===== config.mk =====
export PLATFORM = sky130hd
export DESIGN_NAME = riscv_multicycle_control_flat
export DESIGN_NICKNAME = d
export VERILOG_FILES = /design/src/rtl/riscv_multicycle_control_if.sv /design/src/rtl/riscv_multicycle_control.sv /design/src/flat_wrapper.sv
export SDC_FILE = /design/constraint.sdc
export NUM_CORES = 1
export LEC_CHECK = 0
export BUFFER_PORTS_ARGS = -buffer_cell sky130_fd_sc_hd__buf_2
export CORE_MARGIN = 2
export CORE_UTILIZATION = 31
export CTS_CLUSTER_SIZE = 28
export DETAILED_ROUTE_END_ITERATION = 7
export GPL_TIMING_DRIVEN = 0
export SYNTH_ARGS = -nofsm -noshare
export SYNTH_HDL_FRONTEND = slang
export SYNTH_SLANG_ARGS = --single-unit

===== constraint.sdc =====
create_clock -name clk -period 2.15 [get_ports clk]
set_clock_uncertainty 0.15 [all_clocks]
set_input_delay 0.1075 -clock clk [delete_from_list [all_inputs] [get_ports clk]]
set_output_delay 0.1075 -clock clk [all_outputs]
set_load 0.05 [all_outputs]

===== src/rtl/riscv_multicycle_control_if.sv =====
// Memory-port handshake between the multi-cycle controller (master) and the shared memory (slave).
interface riscv_multicycle_control_if;
   logic mem_req_o;
   logic mem_write_o;
   logic adr_src_o;
   logic mem_ready_i;

   modport master (output mem_req_o, output mem_write_o, output adr_src_o, input mem_ready_i);
   modport slave  (input mem_req_o, input mem_write_o, input adr_src_o, output mem_ready_i);
endinterface


===== src/rtl/riscv_multicycle_control.sv =====
// Multi-cycle RISC-V main controller: sequences fetch/decode/execute/memory/writeback on a shared
// datapath, with a variable-latency memory handshake, optional timeout, trapping and retire counting.
module riscv_multicycle_control #(
   parameter bit MEM_WAIT_EN    = 1'b1,
   parameter int TIMEOUT_CYCLES = 0,
   parameter int COUNTER_WIDTH  = 32
) (
   input  logic                       clk,
   input  logic                       reset,
   riscv_multicycle_control_if.master mem_if,
   input  logic [6:0]                 opcode_i,
   input  logic [2:0]                 funct3_i,
   input  logic                       funct7_5_i,
   input  logic                       zero_i,
   output logic                       ir_write_o,
   output logic                       pc_write_o,
   output logic                       reg_write_o,
   output logic [1:0]                 alu_src_a_o,
   output logic [1:0]                 alu_src_b_o,
   output logic [1:0]                 result_src_o,
   output logic [2:0]                 imm_src_o,
   output logic [3:0]                 alu_operation_o,
   output logic                       illegal_o,
   output logic                       timeout_o,
   output logic [COUNTER_WIDTH-1:0]   instret_o
);
   localparam logic [6:0] OP_RTYPE = 7'b0110011;
   localparam logic [6:0] OP_ITYPE = 7'b0010011;
   localparam logic [6:0] OP_LOAD  = 7'b0000011;
   localparam logic [6:0] OP_STORE = 7'b0100011;
   localparam logic [6:0] OP_BRANCH = 7'b1100011;
   localparam logic [6:0] OP_JAL   = 7'b1101111;
   localparam logic [6:0] OP_JALR  = 7'b1100111;
   localparam logic [6:0] OP_LUI   = 7'b0110111;

   localparam logic [3:0] ALU_ADD  = 4'd0;
   localparam logic [3:0] ALU_SUB  = 4'd1;
   localparam logic [3:0] ALU_AND  = 4'd2;
   localparam logic [3:0] ALU_OR   = 4'd3;
   localparam logic [3:0] ALU_XOR  = 4'd4;
   localparam logic [3:0] ALU_SLT  = 4'd5;
   localparam logic [3:0] ALU_SLL  = 4'd6;
   localparam logic [3:0] ALU_SRL  = 4'd7;
   localparam logic [3:0] ALU_SRA  = 4'd8;
   localparam logic [3:0] ALU_SLTU = 4'd9;

   localparam logic [2:0] IMM_I = 3'd0;
   localparam logic [2:0] IMM_S = 3'd1;
   localparam logic [2:0] IMM_B = 3'd2;
   localparam logic [2:0] IMM_J = 3'd3;
   localparam logic [2:0] IMM_U = 3'd4;

   localparam bit TIMEOUT_EN = (TIMEOUT_CYCLES > 0);
   localparam int WAIT_W     = (TIMEOUT_CYCLES > 1) ? $clog2(TIMEOUT_CYCLES) : 1;
   localparam logic [WAIT_W-1:0] WAIT_LAST = TIMEOUT_EN ? WAIT_W'(TIMEOUT_CYCLES - 1) : '0;

   typedef enum logic [3:0] {
      S_FETCH    = 4'd0,
      S_DECODE   = 4'd1,
      S_EXECR    = 4'd2,
      S_EXECI    = 4'd3,
      S_ALUWB    = 4'd4,
      S_MEMADR   = 4'd5,
      S_MEMREAD  = 4'd6,
      S_MEMWB    = 4'd7,
      S_MEMWRITE = 4'd8,
      S_BRANCH   = 4'd9,
      S_JAL      = 4'd10,
      S_JALR1    = 4'd11,
      S_JALR2    = 4'd12,
      S_LUI      = 4'd13,
      S_TRAP     = 4'd14
   } state_e;

   state_e                   state_r;
   logic [WAIT_W-1:0]        wait_cnt_r;
   logic                     illegal_r;
   logic                     timeout_r;
   logic [COUNTER_WIDTH-1:0] instret_r;

   logic ready_eff_s;
   logic mem_state_s;
   logic mem_wait_s;
   logic timeout_hit_s;
   logic branch_legal_s;
   logic branch_take_s;
   logic retire_s;
   logic mem_req_s;
   logic mem_write_s;
   logic ir_write_s;
   logic pc_write_s;
   logic reg_write_s;

   // funct7_5 only means SUB for register-register ops; for immediates it is an immediate bit
   function automatic logic [3:0] alu_decode(input logic [2:0] f3, input logic f7_5, input logic reg_form);
      logic [3:0] op;
      case (f3)
         3'b000:  op = (f7_5 && reg_form) ? ALU_SUB : ALU_ADD;
         3'b001:  op = ALU_SLL;
         3'b010:  op = ALU_SLT;
         3'b011:  op = ALU_SLTU;
         3'b100:  op = ALU_XOR;
         3'b101:  op = f7_5 ? ALU_SRA : ALU_SRL;
         3'b110:  op = ALU_OR;
         3'b111:  op = ALU_AND;
         default: op = ALU_ADD;
      endcase
      return op;
   endfunction

   assign ready_eff_s    = (MEM_WAIT_EN == 1'b0) || mem_if.mem_ready_i;
   assign mem_state_s    = (state_r == S_FETCH) || (state_r == S_MEMREAD) || (state_r == S_MEMWRITE);
   assign mem_wait_s     = TIMEOUT_EN && mem_state_s && !ready_eff_s;
   assign timeout_hit_s  = mem_wait_s && (wait_cnt_r == WAIT_LAST);
   assign branch_legal_s = (funct3_i == 3'b000) || (funct3_i == 3'b001);
   assign branch_take_s  = ((funct3_i == 3'b000) && zero_i) || ((funct3_i == 3'b001) && !zero_i);

   // Immediate format follows the opcode in every state
   always_comb begin
      imm_src_o = IMM_I;
      case (opcode_i)
         OP_STORE:  imm_src_o = IMM_S;
         OP_BRANCH: imm_src_o = IMM_B;
         OP_JAL:    imm_src_o = IMM_J;
         OP_LUI:    imm_src_o = IMM_U;
         default:   imm_src_o = IMM_I;
      endcase
   end

   // Instruction retires in its final state; trapping instructions never reach this point
   always_comb begin
      retire_s = 1'b0;
      case (state_r)
         S_ALUWB, S_MEMWB, S_LUI: retire_s = 1'b1;
         S_MEMWRITE:              retire_s = ready_eff_s;
         S_BRANCH:                retire_s = branch_legal_s;
         default:                 retire_s = 1'b0;
      endcase
   end

   // Datapath control decode from the current state
   always_comb begin
      mem_req_s       = 1'b0;
      mem_write_s     = 1'b0;
      mem_if.adr_src_o = 1'b0;
      ir_write_s      = 1'b0;
      pc_write_s      = 1'b0;
      reg_write_s     = 1'b0;
      alu_src_a_o     = 2'd0;
      alu_src_b_o     = 2'd0;
      result_src_o    = 2'd0;
      alu_operation_o = ALU_ADD;
      case (state_r)
         S_FETCH: begin
            mem_req_s    = 1'b1;
            ir_write_s   = ready_eff_s;
            pc_write_s   = ready_eff_s;
            alu_src_b_o  = 2'd2;
            result_src_o = 2'd2;
         end
         S_DECODE: begin
            alu_src_a_o = 2'd1;
            alu_src_b_o = 2'd1;
         end
         S_EXECR: begin
            alu_src_a_o     = 2'd2;
            alu_operation_o = alu_decode(funct3_i, funct7_5_i, 1'b1);
         end
         S_EXECI: begin
            alu_src_a_o     = 2'd2;
            alu_src_b_o     = 2'd1;
            alu_operation_o = alu_decode(funct3_i, funct7_5_i, 1'b0);
         end
         S_ALUWB:  reg_write_s = 1'b1;
         S_MEMADR, S_JALR1: begin
            alu_src_a_o = 2'd2;
            alu_src_b_o = 2'd1;
         end
         S_MEMREAD: begin
            mem_req_s        = 1'b1;
            mem_if.adr_src_o = 1'b1;
         end
         S_MEMWB: begin
            reg_write_s  = 1'b1;
            result_src_o = 2'd1;
         end
         S_MEMWRITE: begin
            mem_req_s        = 1'b1;
            mem_write_s      = 1'b1;
            mem_if.adr_src_o = 1'b1;
         end
         S_BRANCH: begin
            pc_write_s      = branch_take_s;
            alu_src_a_o     = 2'd2;
            alu_operation_o = ALU_SUB;
         end
         S_JAL, S_JALR2: begin
            pc_write_s  = 1'b1;
            alu_src_a_o = 2'd1;
            alu_src_b_o = 2'd2;
         end
         S_LUI: begin
            reg_write_s  = 1'b1;
            result_src_o = 2'd3;
         end
         default: begin
            pc_write_s = 1'b0;
         end
      endcase
   end

   // Reset gates enables combinationally so a request drops in the same cycle
   assign mem_if.mem_req_o   = mem_req_s   && !reset;
   assign mem_if.mem_write_o = mem_write_s && !reset;
   assign ir_write_o         = ir_write_s  && !reset;
   assign pc_write_o         = pc_write_s  && !reset;
   assign reg_write_o        = reg_write_s && !reset;
   assign illegal_o          = illegal_r;
   assign timeout_o          = timeout_r;
   assign instret_o          = instret_r;

   // State sequencing, memory wait counting, sticky trap flags and retire counter
   always_ff @(posedge clk) begin
      if (reset) begin
         state_r    <= S_FETCH;
         wait_cnt_r <= '0;
         illegal_r  <= 1'b0;
         timeout_r  <= 1'b0;
         instret_r  <= '0;
      end else begin
         wait_cnt_r <= (mem_wait_s && !timeout_hit_s) ? wait_cnt_r + WAIT_W'(1) : '0;
         if (retire_s) begin
            instret_r <= instret_r + COUNTER_WIDTH'(1);
         end
         if (timeout_hit_s) begin
            state_r   <= S_TRAP;
            timeout_r <= 1'b1;
            illegal_r <= 1'b1;
         end else begin
            case (state_r)
               S_FETCH:    state_r <= ready_eff_s ? S_DECODE : S_FETCH;
               S_DECODE: begin
                  case (opcode_i)
                     OP_RTYPE:          state_r <= S_EXECR;
                     OP_ITYPE:          state_r <= S_EXECI;
                     OP_LOAD, OP_STORE: state_r <= S_MEMADR;
                     OP_BRANCH:         state_r <= S_BRANCH;
                     OP_JAL:            state_r <= S_JAL;
                     OP_JALR:           state_r <= S_JALR1;
                     OP_LUI:            state_r <= S_LUI;
                     default: begin
                        state_r   <= S_TRAP;
                        illegal_r <= 1'b1;
                     end
                  endcase
               end
               S_EXECR, S_EXECI:         state_r <= S_ALUWB;
               S_ALUWB, S_MEMWB, S_LUI:  state_r <= S_FETCH;
               S_MEMADR: begin
                  if (opcode_i == OP_LOAD) begin
                     state_r <= S_MEMREAD;
                  end else if (opcode_i == OP_STORE) begin
                     state_r <= S_MEMWRITE;
                  end else begin
                     state_r   <= S_TRAP;
                     illegal_r <= 1'b1;
                  end
               end
               S_MEMREAD:  state_r <= ready_eff_s ? S_MEMWB : S_MEMREAD;
               S_MEMWRITE: state_r <= ready_eff_s ? S_FETCH : S_MEMWRITE;
               S_BRANCH: begin
                  if (branch_legal_s) begin
                     state_r <= S_FETCH;
                  end else begin
                     state_r   <= S_TRAP;
                     illegal_r <= 1'b1;
                  end
               end
               S_JAL, S_JALR2: state_r <= S_ALUWB;
               S_JALR1:        state_r <= S_JALR2;
               S_TRAP:         state_r <= S_TRAP;
               default: begin
                  state_r   <= S_TRAP;
                  illegal_r <= 1'b1;
               end
            endcase
         end
      end
   end
endmodule

===== src/flat_wrapper.sv =====
// flat-port wrapper written by rule: the top's interface ports become plain ports
module riscv_multicycle_control_flat 
#(
   parameter bit MEM_WAIT_EN    = 1'b1,
   parameter int TIMEOUT_CYCLES = 0,
   parameter int COUNTER_WIDTH  = 32
)
  (clk, reset, opcode_i, funct3_i, funct7_5_i, zero_i, ir_write_o, pc_write_o, reg_write_o, alu_src_a_o, alu_src_b_o, result_src_o, imm_src_o, alu_operation_o, illegal_o, timeout_o, instret_o, mem_if_mem_req_o, mem_if_mem_write_o, mem_if_adr_src_o, mem_if_mem_ready_i);
  riscv_multicycle_control_if mem_if_i ();
  input  logic clk;
  input  logic reset;
  input  logic [6:0] opcode_i;
  input  logic [2:0] funct3_i;
  input  logic funct7_5_i;
  input  logic zero_i;
  output logic ir_write_o;
  output logic pc_write_o;
  output logic reg_write_o;
  output logic [1:0] alu_src_a_o;
  output logic [1:0] alu_src_b_o;
  output logic [1:0] result_src_o;
  output logic [2:0] imm_src_o;
  output logic [3:0] alu_operation_o;
  output logic illegal_o;
  output logic timeout_o;
  output logic [COUNTER_WIDTH-1:0] instret_o;
  output wire logic [$bits(mem_if_i.mem_req_o)-1:0] mem_if_mem_req_o;
  output wire logic [$bits(mem_if_i.mem_write_o)-1:0] mem_if_mem_write_o;
  output wire logic [$bits(mem_if_i.adr_src_o)-1:0] mem_if_adr_src_o;
  input wire logic [$bits(mem_if_i.mem_ready_i)-1:0] mem_if_mem_ready_i;
  assign mem_if_mem_req_o = mem_if_i.mem_req_o;
  assign mem_if_mem_write_o = mem_if_i.mem_write_o;
  assign mem_if_adr_src_o = mem_if_i.adr_src_o;
  assign mem_if_i.mem_ready_i = mem_if_mem_ready_i;
  riscv_multicycle_control #(.MEM_WAIT_EN(MEM_WAIT_EN), .TIMEOUT_CYCLES(TIMEOUT_CYCLES), .COUNTER_WIDTH(COUNTER_WIDTH)) u_core (.clk(clk), .reset(reset), .mem_if(mem_if_i), .opcode_i(opcode_i), .funct3_i(funct3_i), .funct7_5_i(funct7_5_i), .zero_i(zero_i), .ir_write_o(ir_write_o), .pc_write_o(pc_write_o), .reg_write_o(reg_write_o), .alu_src_a_o(alu_src_a_o), .alu_src_b_o(alu_src_b_o), .result_src_o(result_src_o), .imm_src_o(imm_src_o), .alu_operation_o(alu_operation_o), .illegal_o(illegal_o), .timeout_o(timeout_o), .instret_o(instret_o));
endmodule

# --- After elaboration in Yosys (flattened, before gate mapping) ---
# Index checks and enable logic that the tools add are counted.
totals:
  reg_bits: 37
  in_bits: 15
  out_inout_bits: 53
  elab_cells: 93
classes:
  add_sub_neg: 1
  n_eq_ne: 33
  mux: 29
  bitwise: 1
  reduce_logical: 26
op_table:
  columns: ["op", "count"]
  rows:
  - ["$pmux W4 S8", 2]
  - ["$pmux W4 S9", 1]
  - ["$add A32 B1 Y32 const B", 1]
  - ["$eq A4 B4 Y1 const B", 7]
  - ["$pmux W4 S7", 1]
  - ["$eq A7 B6 Y1 const B", 3]
  - ["$eq A7 B7 Y1 const B", 3]
  - ["$eq A4 B3 Y1 const B", 4]
  - ["$mux W4", 4]
  - ["$eq A3 B3 Y1 const B", 4]
  - ["$mux W1", 12]
  - ["$pmux W3 S4", 1]
  - ["$pmux W4 S3", 1]
  - ["$reduce_or A12 Y1", 1]
  - ["$reduce_or A3 Y1", 4]
  - ["$eq A4 B2 Y1 const B", 2]
  - ["$ne A2 B2 Y1 const B", 4]
  - ["$pmux W2 S2", 2]
  - ["$reduce_or A4 Y1", 2]
  - ["$reduce_or A8 Y1", 1]
  - ["$eq A7 B2 Y1 const B", 1]
  - ["$eq A7 B5 Y1 const B", 1]
  - ["$logic_and A1 B1 Y1", 7]
  - ["$eq A3 B2 Y1 const B", 2]
  - ["other kinds (14)", 19]

# --- Depth between registers and ports, before layout ---
logic_depth:
  depth_word: 5
  mapped_depth: 8
  ltp_nobuf: 5

# --- Least setup slack after synthesis ---
# Ideal clock, no wire load.
synth_timing:
  kind: "register to output"
  from: "reg u_core.state_r[1]"
  to: "out alu_operation_o[2]"
  t_arrival_ns: 3.296
  t_required_ns: 1.893
  slack_ns: -1.403
  stages_incl_launch_ff: 5
  n_path_buf: 2
  cell_sequence: "dfxtp_1 buf_4 clkbuf_1 nand2_1 a2111oi_0"
synth_via:
  elab_chain_cells: 2
  elab_cells_between_ends: 4
  classes_between: "eq/ne: 3; mux: 1"
synth_rtl:
  columns: ["item", "line", "source"]
  rows:
  - ["from (decl)", "riscv_multicycle_control.sv:75", "state_e state_r;"]
  - ["from (signal assigned)", "riscv_multicycle_control.sv:241", "S_FETCH: state_r <= ready_eff_s ? S_DECODE : S_FETCH;"]
  - ["from (signal assigned)", "riscv_multicycle_control.sv:269", "S_MEMREAD: state_r <= ready_eff_s ? S_MEMWB : S_MEMREAD;"]
  - ["from (signal assigned)", "riscv_multicycle_control.sv:270", "S_MEMWRITE: state_r <= ready_eff_s ? S_FETCH : S_MEMWRITE;"]
  - ["$eq A4 B4 Y1 / $eq A4 B2 Y1 (equally long branches)", "riscv_multicycle_control.sv:153", "case (state_r)"]
  - ["$pmux W4 S3 (*)", "riscv_multicycle_control.sv:153", null]
  - ["to (decl)", "flat_wrapper.sv:23", "output logic [3:0] alu_operation_o;"]
# Every way passes the cells marked *; elsewhere a longest branch is shown, timed or not.

# --- Worst setup path after layout ---
layout_timing:
  from: "reg u_core.state_r[3]"
  to: "reg u_core.instret_r[19] (netlist: u_core.instret_o[19])"
layout_via:
  elab_chain_cells: 3
  elab_cells_between_ends: 7
  classes_between: "eq/ne: 5; mux: 1; reduce/logical: 1"
layout_rtl:
  columns: ["item", "line", "source"]
  rows:
  - ["$eq A4 B3 Y1 / $eq A4 B4 Y1 (equally long branches)", "riscv_multicycle_control.sv:133", "case (state_r)"]
  - ["$reduce_or A3 Y1 (no source line)", null, null]
  - ["$pmux W1 S3 (*)", "riscv_multicycle_control.sv:133", null]
  - ["to (signal assigned)", "riscv_multicycle_control.sv:233", "instret_r <= instret_r + COUNTER_WIDTH'(1);"]
  - ["to (decl)", "riscv_multicycle_control.sv:79", "logic [COUNTER_WIDTH-1:0] instret_r;"]
# Marks and branches as above.
# A chain may end at the register's enable or synchronous reset.

==> flow_summary.yaml <==
run_status:
  status: "completed"
yosys:
  netlist_area_sq_um: 2470
  synth_seq_area_share: 0.300
  yosys_warnings: 0
  synth_simple_gate_area_frac: 0.317
  synth_top_family_by_area: "simple AND/OR/NAND/NOR gates"
  syn_nets: 353
  avgSynthCellArea_sq_um: 7.34
  synth_ff_type: "dfxtp_1"
  async_flop_share: 0
  synth_edf_count: 0
  synthCells: 337
  ys_ff_latch: 37
  synth_compound_area_frac: 0.275
  synthAdderAreaFrac: 0.00506
  synthXorXnorAreaFrac: 0.0319
  synth_mux_area_frac: 0
  synth_cell_type_count: 53
sta:
  fmax_ghz: 0.478
  holdWs_ns: 0.136
  min_period_ns: 2.09
  slew_headroom: 0.585
  slew_viol_final: 0
  finalSetupViolCount: 0
  rsz0062_at_grt: "yes"
  hold_viol: 0
  tightest_slew_ns: 0.623
  period_share: 0.974
global_routing:
  grt_pass1_vias: 2430
  antenna_found_initial: 0
  grt_pass1_wl_mm: 11.7
  grt_use_total: 0.164
  grt_max_degree: 12
  grt-ovfl-total: 0
floorplanning:
  die_h_um: 93.3
  dieWidth_um: 93.3
  core_area_sq_um: 7730
  rows: 32
  num_io_pins: 68
  die_area_sq_um: 8710
  start_util: 0.320
critical_path:
  ff2ff_path_depth: 7
  crit_fanout: 9
  r2r_slack_ns: 0.06
  reg2reg_to: "u_core.instret_o[19]$_SDFFE_PP0P_"
  cp_slowest_cell: "or4_1"
  critPathMaxStageDelay_ns: 0.50
  cp-endpoint: "u_core.instret_o[19]$_SDFFE_PP0P_"
  cp-end-kind: "flop"
  critPathLaunch: "u_core.state_r[3]$_SDFF_PP0_"
  r2r_start: "u_core.state_r[3]$_SDFF_PP0_"
  worstPathArrival_ns: 2.16
  start_kind: "flop"
  crit_chain: "buf_6, and4b_2, a221o_1, o21ai_4, buf_4, or4_1, a21oi_1"
  critPathKind: "flop to flop"
  critical_path_required_ns: 2.21
clocking:
  clk_latency_ns: 0.29
  htree_num_levels: 2
  clockBufferDepth: 2
  cts-root-buf: "clkbuf_8"
  clk_pin_slew_ns: 0.08
  cts_made_buffers: 5
  ctsHoldBuffers: 0
  cts_tree: "yes"
  clkSinkCount: 37
power:
  p_seq_frac: 0.366
  p_int_mw: 1.28
  switching_share: 0.349
  ir_worst_vdd_mv: 0.329
  p_leak_nw: 1.24
  powerDensity_nw_per_um2: 602
  combPwrFrac: 0.319
  p_switching_uw: 685
  p_clk_frac: 0.316
routing:
  routedWlPerCell_um: 14.0
  viasPerCell: 5.46
  wirelength_mm: 7.25
  vias: 2830
  drtIter0Drc: 138
  drc: 0
  first_pass_iters: 4
  ant_nets: 0
placed_design:
  gp_congestion: 0.892
  post-dp-hpwl_mm: 5.31
  place_area_sq_um: 2950
  dp.cells: 501
  port_buffers: 62
finish:
  final_cells: 518
  nets: 431
  final_util: 0.422
  drive_gt1_frac: 0.325
  antennaDiodeCount: 0
  fin_area_sq_um: 3260
  layout_commonest_cell: "buf_2"
  area_growth_pct: 31.8
  layout_common_cells: "buf_2, a21oi_1, nand2_1"
job:
  drv_cap: 0
hold_path:
  min_path_cells: 3
  hold_class: "input pin to flop"
## flip-flops by register name, indices dropped and copies added (netlist names)
signal	count
u_core.instret_o	32
u_core.state_r	4
u_core.illegal_o	1
## critical path: cells and delay by family, from the launching register on
kind	cells	cell delay, ns
flops	1	0.32
simple gates	2	0.83
buf+inv	2	0.29
compound gates	3	0.43
## cell families after synthesis
group,count (synthesis)
compound gates,110
xor+xnor,9
fa+ha+maj,1
buf+inv,36
flops,37
other cells,1
simple gates,143
## layout make-up
class	count	area, sq um
clock buffer	7	86.3
fill	804	4470
buffer	27	175
timing repair buffer	71	385
tap	102	128
inverter	9	33.8
sequential	37	763
multi-input combinational	264	1660
clock inverter	1	30.0
## worst min-delay path by stage
stage / startpoint / endpoint / slack, ns
4_1_cts: mem_if_mem_ready_i / u_core.state_r[0]$_SDFF_PP0_ / 0.13
3_3_place_gp: u_core.instret_o[31]$_SDFFE_PP0P_ / u_core.instret_o[31]$_SDFFE_PP0P_ / 0.31
5_1_grt: mem_if_mem_ready_i / u_core.state_r[0]$_SDFF_PP0_ / 0.16
3_5_place_dp: u_core.instret_o[31]$_SDFFE_PP0P_ / u_core.instret_o[31]$_SDFFE_PP0P_ / 0.32
6_report: mem_if_mem_ready_i / u_core.state_r[0]$_SDFF_PP0_ / 0.14
2_1_floorplan: mem_if_mem_ready_i / u_core.state_r[0]$_SDFF_PP0_ / 0.21
## layer usage
metal | wire length (um) | GRT usage
met4 | 72 | 0.0355
met5 | 0 | 0
met3 | 406 | 0.0242
met2 | 3480 | 0.277
met1 | 3290 | 0.221
## synth_stat cells (7+ instances only)
master | instances | share of area
a21oi_1 | 44 | 0.089
clkbuf_1 | 14 | 0.021
dfxtp_1 | 37 | 0.30
inv_1 | 9 | 0.014
nand2_1 | 29 | 0.044
nand2b_1 | 7 | 0.018
nand3_1 | 17 | 0.034
nor2_1 | 26 | 0.039
o21ai_0 | 21 | 0.043
o31ai_1 | 16 | 0.049
or3_1 | 10 | 0.025
or4_1 | 16 | 0.049
## power by group through the flow
stage               clock (mW)  combinational (mW)  sequential (mW)
finish                   0.620               0.626            0.718
global route             0.671               0.672            0.721
CTS                      0.638               0.603            0.715
detailed placement           0               0.572            0.731
global placement             0               0.571            0.730
floorplan                    0               0.421            0.753
## stage by stage
stage               TNS (ns)  setup WS, ns  power, mW
floorplan              -1.37        -0.495       1.17
global placement       -3.17        -0.192       1.30
detailed placement     -3.72        -0.251       1.30
CTS                        0      0.000137       1.96
global route         -0.0943       -0.0321       2.06
finish                     0        0.0569       1.96
## what timing repair did
action	CTS	global route
endpoints found under the setup margin	34	31
buffers inserted	2	7
pin swaps	4	9
gates resized for setup	16	24
Note: power is estimated with default switching activity, not from simulation.
